--- config.mk ---
export PLATFORM = sky130hd
export DESIGN_NAME = sht40_measure_sequencer
export DESIGN_NICKNAME = d
export VERILOG_FILES = /design/src/rtl/sht40_measure_sequencer.sv
export SDC_FILE = /design/constraint.sdc
export NUM_CORES = 1
export LEC_CHECK = 0
export BUFFER_PORTS_ARGS = -buffer_cell sky130_fd_sc_hd__buf_2
export CAP_MARGIN = 15
export CORE_MARGIN = 2
export CORE_UTILIZATION = 29
export CTS_BUF_LIST = sky130_fd_sc_hd__clkbuf_16
export CTS_CLUSTER_SIZE = 30
export DETAILED_ROUTE_END_ITERATION = 10
export PLACE_DENSITY = 0.55
export SETUP_SLACK_MARGIN = 0.05
export SLEW_MARGIN = 20
export SYNTH_ARGS = -nofsm -noshare
export SYNTH_HDL_FRONTEND = slang
export SYNTH_SLANG_ARGS = --single-unit
--- constraint.sdc ---
create_clock -name clk -period 3.4 [get_ports clk]
set_clock_uncertainty 0.05 [all_clocks]
set_input_delay 0 -clock clk [delete_from_list [all_inputs] [get_ports clk]]
set_output_delay 0 -clock clk [all_outputs]
set_load 0.02 [all_outputs]
--- src/rtl/sht40_measure_sequencer.sv ---
// Drives an I2C master through one SHT40 measurement: write the command, wait for conversion, read 6 bytes, CRC-check.
// Outputs are registered; done fires one cycle after the master returns idle after the read; start is ignored while busy.
module sht40_measure_sequencer #(
  parameter logic [6:0]  DEV_ADDR         = 7'h44,
  parameter logic [7:0]  MEAS_CMD         = 8'hFD,
  parameter logic [19:0] MEAS_WAIT_CYCLES = 20'd170000,
  parameter logic [19:0] TIMEOUT_CYCLES   = 20'd100000
) (
  input  logic        clk,
  input  logic        rst,
  input  logic        start,
  output logic        busy,
  output logic        done,
  output logic        crc_err,
  output logic        timeout_err,
  output logic [15:0] temp_raw,
  output logic [15:0] rh_raw,
  output logic        proc_ready,
  output logic [6:0]  periph_addr,
  output logic [7:0]  cmd_frame,
  output logic        r_or_w,
  output logic        i2c_writes,
  output logic [3:0]  sht_reads,
  output logic        crc_error_out,
  input  logic [2:0]  master_state,
  input  logic        rx_strobe,
  input  logic [7:0]  rx_data
);

  typedef enum logic [2:0] {IDLE, WR_REQ, WR_WAIT, CONV, RD_REQ, RD_WAIT, FINISH} state_t;

  state_t      state_q, state_d;
  logic        busy_q, busy_d, done_q, done_d, crc_err_q, crc_err_d;
  logic        timeout_err_q, timeout_err_d, proc_ready_q, proc_ready_d;
  logic        r_or_w_q, r_or_w_d, crc_error_out_q, crc_error_out_d;
  logic [15:0] temp_raw_q, temp_raw_d, rh_raw_q, rh_raw_d;
  logic [15:0] temp_buf_q, temp_buf_d, rh_buf_q, rh_buf_d;
  logic [2:0]  idx_q, idx_d;
  logic [7:0]  crc_q, crc_d;
  logic [19:0] dly_q, dly_d, tmo_q, tmo_d;
  logic        timed;

  function automatic logic [7:0] crc8_step(input logic [7:0] c, input logic [7:0] d);
    logic [7:0] r;
    r = c ^ d;
    for (int i = 0; i < 8; i++) begin
      r = {r[6:0], 1'b0} ^ (r[7] ? 8'h31 : 8'h00);
    end
    return r;
  endfunction

  always_comb begin
    state_d         = state_q;
    busy_d          = busy_q;
    done_d          = 1'b0;
    crc_err_d       = crc_err_q;
    timeout_err_d   = timeout_err_q;
    proc_ready_d    = proc_ready_q;
    r_or_w_d        = r_or_w_q;
    crc_error_out_d = 1'b0;
    temp_raw_d      = temp_raw_q;
    rh_raw_d        = rh_raw_q;
    temp_buf_d      = temp_buf_q;
    rh_buf_d        = rh_buf_q;
    idx_d           = idx_q;
    crc_d           = crc_q;
    dly_d           = dly_q;
    case (state_q)
      IDLE, FINISH: begin
        state_d = IDLE;
        if (start) begin
          crc_err_d     = 1'b0;
          timeout_err_d = 1'b0;
          busy_d        = 1'b1;
          r_or_w_d      = 1'b1;
          proc_ready_d  = 1'b1;
          state_d       = WR_REQ;
        end
      end
      WR_REQ: if (master_state != 3'b000) begin
        proc_ready_d = 1'b0;
        state_d      = WR_WAIT;
      end
      WR_WAIT: if (master_state == 3'b000) begin
        dly_d   = '0;
        state_d = CONV;
      end
      CONV: begin
        if (dly_q == MEAS_WAIT_CYCLES - 20'd1) begin
          r_or_w_d     = 1'b0;
          proc_ready_d = 1'b1;
          idx_d        = '0;
          state_d      = RD_REQ;
        end else begin
          dly_d = dly_q + 20'd1;
        end
      end
      RD_REQ: if (master_state != 3'b000) begin
        proc_ready_d = 1'b0;
        state_d      = RD_WAIT;
      end
      RD_WAIT: begin
        // Bytes 2 and 5 are checked against the CRC of the two bytes before them.
        if (rx_strobe && idx_q < 3'd6 && !crc_err_q) begin
          idx_d = idx_q + 3'd1;
          case (idx_q)
            3'd0: begin temp_buf_d[15:8] = rx_data; crc_d = crc8_step(8'hFF, rx_data); end
            3'd1: begin temp_buf_d[7:0]  = rx_data; crc_d = crc8_step(crc_q, rx_data); end
            3'd3: begin rh_buf_d[15:8]   = rx_data; crc_d = crc8_step(8'hFF, rx_data); end
            3'd4: begin rh_buf_d[7:0]    = rx_data; crc_d = crc8_step(crc_q, rx_data); end
            default: if (rx_data != crc_q) begin
              crc_err_d       = 1'b1;
              crc_error_out_d = 1'b1;
            end
          endcase
        end
        if (master_state == 3'b000) begin
          busy_d  = 1'b0;
          state_d = FINISH;
          if (!crc_err_d) begin
            if (idx_d == 3'd6) begin
              temp_raw_d = temp_buf_q;
              rh_raw_d   = rh_buf_q;
              done_d     = 1'b1;
            end else begin
              crc_err_d = 1'b1;
            end
          end
        end
      end
      default: state_d = IDLE;
    endcase

    timed = (state_q == WR_REQ) || (state_q == WR_WAIT) ||
            (state_q == RD_REQ) || (state_q == RD_WAIT);
    // A timeout overrides anything decided above, including a CRC error in the same measurement.
    if (timed && tmo_q == TIMEOUT_CYCLES - 20'd1) begin
      timeout_err_d   = 1'b1;
      crc_err_d       = 1'b0;
      crc_error_out_d = 1'b0;
      proc_ready_d    = 1'b0;
      busy_d          = 1'b0;
      done_d          = 1'b0;
      temp_raw_d      = temp_raw_q;
      rh_raw_d        = rh_raw_q;
      state_d         = IDLE;
    end
    tmo_d = (!timed || state_d != state_q) ? 20'd0 : tmo_q + 20'd1;
  end

  always_ff @(posedge clk) begin
    if (rst) begin
      state_q         <= IDLE;
      busy_q          <= 1'b0;
      done_q          <= 1'b0;
      crc_err_q       <= 1'b0;
      timeout_err_q   <= 1'b0;
      proc_ready_q    <= 1'b0;
      r_or_w_q        <= 1'b0;
      crc_error_out_q <= 1'b0;
      temp_raw_q      <= '0;
      rh_raw_q        <= '0;
      temp_buf_q      <= '0;
      rh_buf_q        <= '0;
      idx_q           <= '0;
      crc_q           <= '0;
      dly_q           <= '0;
      tmo_q           <= '0;
    end else begin
      state_q         <= state_d;
      busy_q          <= busy_d;
      done_q          <= done_d;
      crc_err_q       <= crc_err_d;
      timeout_err_q   <= timeout_err_d;
      proc_ready_q    <= proc_ready_d;
      r_or_w_q        <= r_or_w_d;
      crc_error_out_q <= crc_error_out_d;
      temp_raw_q      <= temp_raw_d;
      rh_raw_q        <= rh_raw_d;
      temp_buf_q      <= temp_buf_d;
      rh_buf_q        <= rh_buf_d;
      idx_q           <= idx_d;
      crc_q           <= crc_d;
      dly_q           <= dly_d;
      tmo_q           <= tmo_d;
    end
  end

  assign busy          = busy_q;
  assign done          = done_q;
  assign crc_err       = crc_err_q;
  assign timeout_err   = timeout_err_q;
  assign temp_raw      = temp_raw_q;
  assign rh_raw        = rh_raw_q;
  assign proc_ready    = proc_ready_q;
  assign r_or_w        = r_or_w_q;
  assign crc_error_out = crc_error_out_q;
  assign periph_addr   = DEV_ADDR;
  assign cmd_frame     = MEAS_CMD;
  assign i2c_writes    = 1'b0;
  assign sht_reads     = 4'd5;

endmodule

### Word-level counts from Yosys, hierarchy flattened

Index checks and enable logic that the tools add are counted.

| word-level totals | value |
|---|---|
| bits in registers | 125 |
| logic and storage cells | 161 |

| operators by class | value |
|---|---|
| add/subtract/negate cells | 3 |
| order comparisons | 1 |
| equality and inequality tests | 20 |
| muxes and demuxes | 53 |
| bitwise operators | 23 |
| reduce and logical (&&, ||, !) cells | 43 |

Operators with widths:

| cell | count |
|---|---|
| $xor A8 B6 Y8 | 16 |
| $mux W6 | 16 |
| $add A20 B1 Y20 const B | 2 |
| $mux W20 | 2 |
| $pmux W20 S2 | 1 |
| $mux W3 | 9 |
| $reduce_and A3 Y1 | 8 |
| $eq A20 B17 Y1 const B | 1 |
| $eq A20 B18 Y1 const B | 1 |
| $mux W1 | 18 |
| $pmux W3 S6 | 1 |
| $pmux W8 S2 | 1 |
| $eq A3 B3 Y1 const B | 5 |
| $reduce_bool A2 Y1 | 7 |
| $reduce_or A2 Y1 | 6 |
| $ne A2 B2 Y1 const B | 5 |
| $eq A3 B2 Y1 const B | 3 |
| $logic_not A3 Y1 | 3 |
| $ne A8 B8 Y1 | 1 |
| $not A8 Y8 | 1 |
| $reduce_or A8 Y1 | 1 |
| $xor A8 B8 Y8 | 1 |
| $eq A3 B1 Y1 const B | 2 |
| $pmux W1 S2 | 3 |
| other kinds (16) | 29 |

### Depth between registers and ports, before layout

| logic depth | value |
|---|---|
| word-level depth | 18 |
| mapped depth | 10 |

### Worst setup path after synthesis

OpenSTA, ideal clock, no wires.

| path | value |
|---|---|
| path type | register to register |
| from | register idx_q[0] |
| to | register rh_raw_q[10], in the netlist rh_raw[10] |
| setup time | 0.132 ns |
| arrival | 2.216 ns |
| required time | 3.218 ns |
| setup slack | 1.001 ns |
| stages on the path, launching flop included | 10 |
| clock period less this slack | 2.399 ns |
| cell sequence | dfxtp_1 -> ha_1 -> ha_1 -> nand3b_1 -> o32a_1 -> or3_1 -> buf_2 -> buf_6 -> o31ai_2 -> a21oi_1 |

| between the ends | value |
|---|---|
| word-level cells in the longest chain between the ends | 7 |
| elaborated cells between the ends (all ways) | 17 |
| classes of those cells | 1 x add/sub; 1 x order compare; 4 x eq/ne; 5 x mux; 1 x bitwise; 5 x reduce/logical |

RTL lines:

| what | RTL line | RTL |
|---|---|---|
| start, declared | 38 | `logic [2:0] idx_q, idx_d;` |
| start signal, assigned | 182 | `idx_q <= idx_d;` |
| $lt A3 B3 Y1, or another cell as far along | 104 | `if (rx_strobe && idx_q < 3'd6 && !crc_err_q) begin` |
| $logic_and A1 B1 Y1 / $reduce_or A4 Y1 (equally long branches) | -- |  |
| $logic_and A1 B1 Y1 / $mux W1 (equally long branches) | 104, 106 |  |
| $mux W3 / $mux W1 (equally long branches) | 104 |  |
| $mux W3 / $mux W1 (equally long branches) | 68 | `case (state_q)` |
| $eq A3 B3 Y1 / $not A1 Y1 (equally long branches) | -- |  |
| $reduce_and A5 Y1 (no source line) (*) | -- |  |
| end signal, assigned | 179 | `rh_raw_q <= rh_raw_d;` |
| end, declared | 36 | `logic [15:0] temp_raw_q, temp_raw_d, rh_raw_q, rh_raw_d;` |

Mark *: on every way between the ends. The rest lies on a longest branch, timed or not. The select of a mux whose other input is x is not followed.
A chain may end at the register's enable or synchronous reset.

### Worst setup path after layout

| path | value |
|---|---|
| from | register idx_q[2] |
| to | register rh_raw_q[4], in the netlist rh_raw[4] |

The elaborated chain is that of the path after synthesis.

==> reports/results.tsv <==
metric	value	unit
max_slew.worst_pin.slew	793	ps
synth-compound-area-share	16.9	%
cp_data_arrival_time	3120	ps
finalSetupViolations	0	
synth.avg_cell_area	8.81	µm²
cts_root_buffer	clkbuf_16	
ys_ff_latch	125	
hold_class	in2reg	
critPathKind	reg2reg	
fmax	345	MHz
synth_largest_area_cell	dfxtp_1	
io_pins	74	
grt_usage	13.7	%
grt_pass1_vias	5226	
peakVddDrop	0.000266	V
syn_to_final_growth	16.3	%
cts_tree	built	
overflow	0	
clock_latency	420	ps
h-tree-depth	4	
place_area	6940	µm²
wire_per_inst	15.1	µm
ys.flop_type	dfxtp_1	
num_rows	54	
run_status	completed	
r2r_cells	8	
synth_cell_types	59	
slew_viol_final	0	
critPathBufInv	2	
drtAntennaViolNets	0	
drive_gt1_share	17.8	%
timing.rr.end	rh_raw[4]$_SDFFE_PP0P_	
rsz0062_at_grt	no	
yosysWarnings	0	
power.total	3.51	mW
r2r_start	idx_q[2]$_SDFFE_PP0P_	
min_period_over_period	85.2	%
r2r_slack	500	ps
hold_violations	0	
num_antenna_cells	0	
yosysMostFrequentCell	dfxtp_1	
slew_headroom	46.9	%
synth_area_leaders	dfxtp_1, o31ai_2, a21oi_1	
initial_core_util	29.7	%
cts_sinks	125	
fillers	2242	
async_flop_share	0	%
p_per_area	462	nW/µm²
yosysTopAreaCellShare	38.3	%
synthAdderAreaFrac	1.15	%
hold_start	start	
die_area	23700	µm²
cts_inserted_buffers	17	
cp_slowest_cell	or3_2	
cap_violations	0	
coreArea	22000	µm²
drtIter0Drc	411	
cts-hold-fix-buffers	8	
cp.required	3620	ps
multiInputGateArea	3630	µm²
start_kind	flop	
vias_per_cell	5.09	
cp-end-kind	flop	
netlist_area	6530	µm²
whs_endpoint	state_q[0]$_SDFF_PP0_	
synthMuxAreaShare	4.46	%
antenna_found_initial	0	
grt_max_degree	43	
wl	16000	µm
post_cts_buffers	0	
drt_first_pass_iters	4	
min_path_cells	4	
vias	5392	
nets	788	
cp_top_family	simple AND/OR/NAND/NOR gates	
regArea	2500	µm²
period_needed	2900	ps
place.gp.congestion	0.767	
fin_area	7600	µm²
die_x	154	µm
clk_path_buf_depth	2	
cts.clk_slew.worst_paths	60	ps
ys_seq_area_share	38.3	%
synthSimpleGateAreaFrac	21.9	%
final_util	34.6	%
dp_hpwl	10600	µm
cts_resized	0	
fin_tns_setup	0	ps
yosys-top-cells-count	dfxtp_1, a21oi_1, nor2_1	
die_h	154	µm
p_leak	2.66	nW
drc	0	
synth-edff-count	0	
path_max_fanout	22	
portBuffers	53	
grt_pass1_wl	26800	µm
yosys.area_share.xor_xnor	9.52	%
synth_top_family_by_area	simple AND/OR/NAND/NOR gates	
path_cells	inv_1 > ha_1 > nand3b_1 > o32a_1 > or3_2 > buf_12 > o31ai_2 > a21oi_1	
syn_inst	741	
slowest_delay	670	ps
cells by family after synthesis:
kind of cell / after synthesis
multiplexers: 29
XOR/XNOR: 58
buffers and inverters: 100
AO/OA/AOI/OAI: 154
flip-flops: 125
other: 2
AND/OR/NAND/NOR: 267
adder cells (fa/ha/maj): 6
report_power, final:
part,internal [mW],total [mW],switching (mW)
clock,1.13,1.80,0.664
combinational,0.0769,0.224,0.147
sequential,1.47,1.48,0.0102
worst max-delay path by stage:
stage,startpoint,to,slack [ps],depth (start not counted)
2_1_floorplan,idx_q[0]$_SDFFE_PP0P_,rh_raw[10]$_SDFFE_PP0P_,1000,9
3_3_place_gp,idx_q[2]$_SDFFE_PP0P_,temp_raw[13]$_SDFFE_PP0P_,570,8
3_5_place_dp,idx_q[2]$_SDFFE_PP0P_,rh_raw[4]$_SDFFE_PP0P_,530,8
4_1_cts,idx_q[2]$_SDFFE_PP0P_,rh_raw[4]$_SDFFE_PP0P_,520,8
5_1_grt,idx_q[2]$_SDFFE_PP0P_,rh_raw[0]$_SDFFE_PP0P_,320,8
6_report,idx_q[2]$_SDFFE_PP0P_,rh_raw[4]$_SDFFE_PP0P_,500,8
sequential cells by signal, indices dropped and copies added (netlist names):
register / count
dly_q: 20
tmo_q: 20
rh_buf_q: 16
rh_raw: 16
temp_buf_q: 16
temp_raw: 16
crc_q: 8
idx_q: 3
state_q: 3
busy: 1
crc_err: 1
crc_error_out: 1
done: 1
proc_ready: 1
r_or_w: 1
timeout_err: 1
stage by stage:
step | hold slack, ps | std cells | worst slack (ps)
CTS | 44.1 | 1059 | 519
global placement | 335 | 1020 | 566
finish | 59.1 | 1059 | 502
floorplan | 93.9 | 759 | 1000
detailed placement | 341 | 1020 | 528
global route | 97.4 | 1059 | 325
tightest hold or removal path, stage by stage:
cell and delay, ps:
buf_2 130, nand2_1 130, a211o_1 140, a31oi_1 70
cell usage in the layout, fill, tap and decap left out, drive strengths merged, types with 5 or more instances in the layout:
cell | netlist | layout
or4 | 6 | 6
dlygate4sd3 | 0 | 8
ha | 6 | 6
clkinv | 1 | 5
or3 | 16 | 16
conb | 2 | 20
o21ai | 18 | 18
dfxtp | 125 | 125
mux2i | 28 | 28
buf | 43 | 67
xnor2 | 28 | 28
xnor3 | 5 | 5
inv | 13 | 15
clkbuf | 43 | 17
nand3b | 5 | 5
nand3 | 38 | 38
clkinvlp | 0 | 5
nor2 | 48 | 48
o31ai | 39 | 39
nor3 | 33 | 33
a21oi | 70 | 70
and4 | 5 | 5
xor2 | 22 | 22
nand4 | 39 | 39
and3 | 9 | 9
a31oi | 6 | 6
nor4 | 12 | 12
nand2 | 39 | 39
metal layers:
| layer | share of wire, % | up-vias | routed length (µm) | global-route usage [%] |
|---|---|---|---|---|
| met2 | 44 | 118 | 7060 | 21.7 |
| met3 | 4.6 | 16 | 729 | 3.47 |
| met5 | 0 | - | 0 | 0 |
| met4 | 1.1 | 0 | 181 | 3.69 |
| met1 | 50 | 2557 | 8050 | 18.4 |
| li1 | - | 2701 | - | - |
cell type report:
class	count	share of cell area (%)
multi-input cells	534	47.9
flip-flops and latches	125	32.9
repair buffers	75	6.26
clock buffers	17	5.60
well taps	280	4.61
clock inverters	14	2.04
inverters	14	0.692
Power figures use the tool's default switching activity.
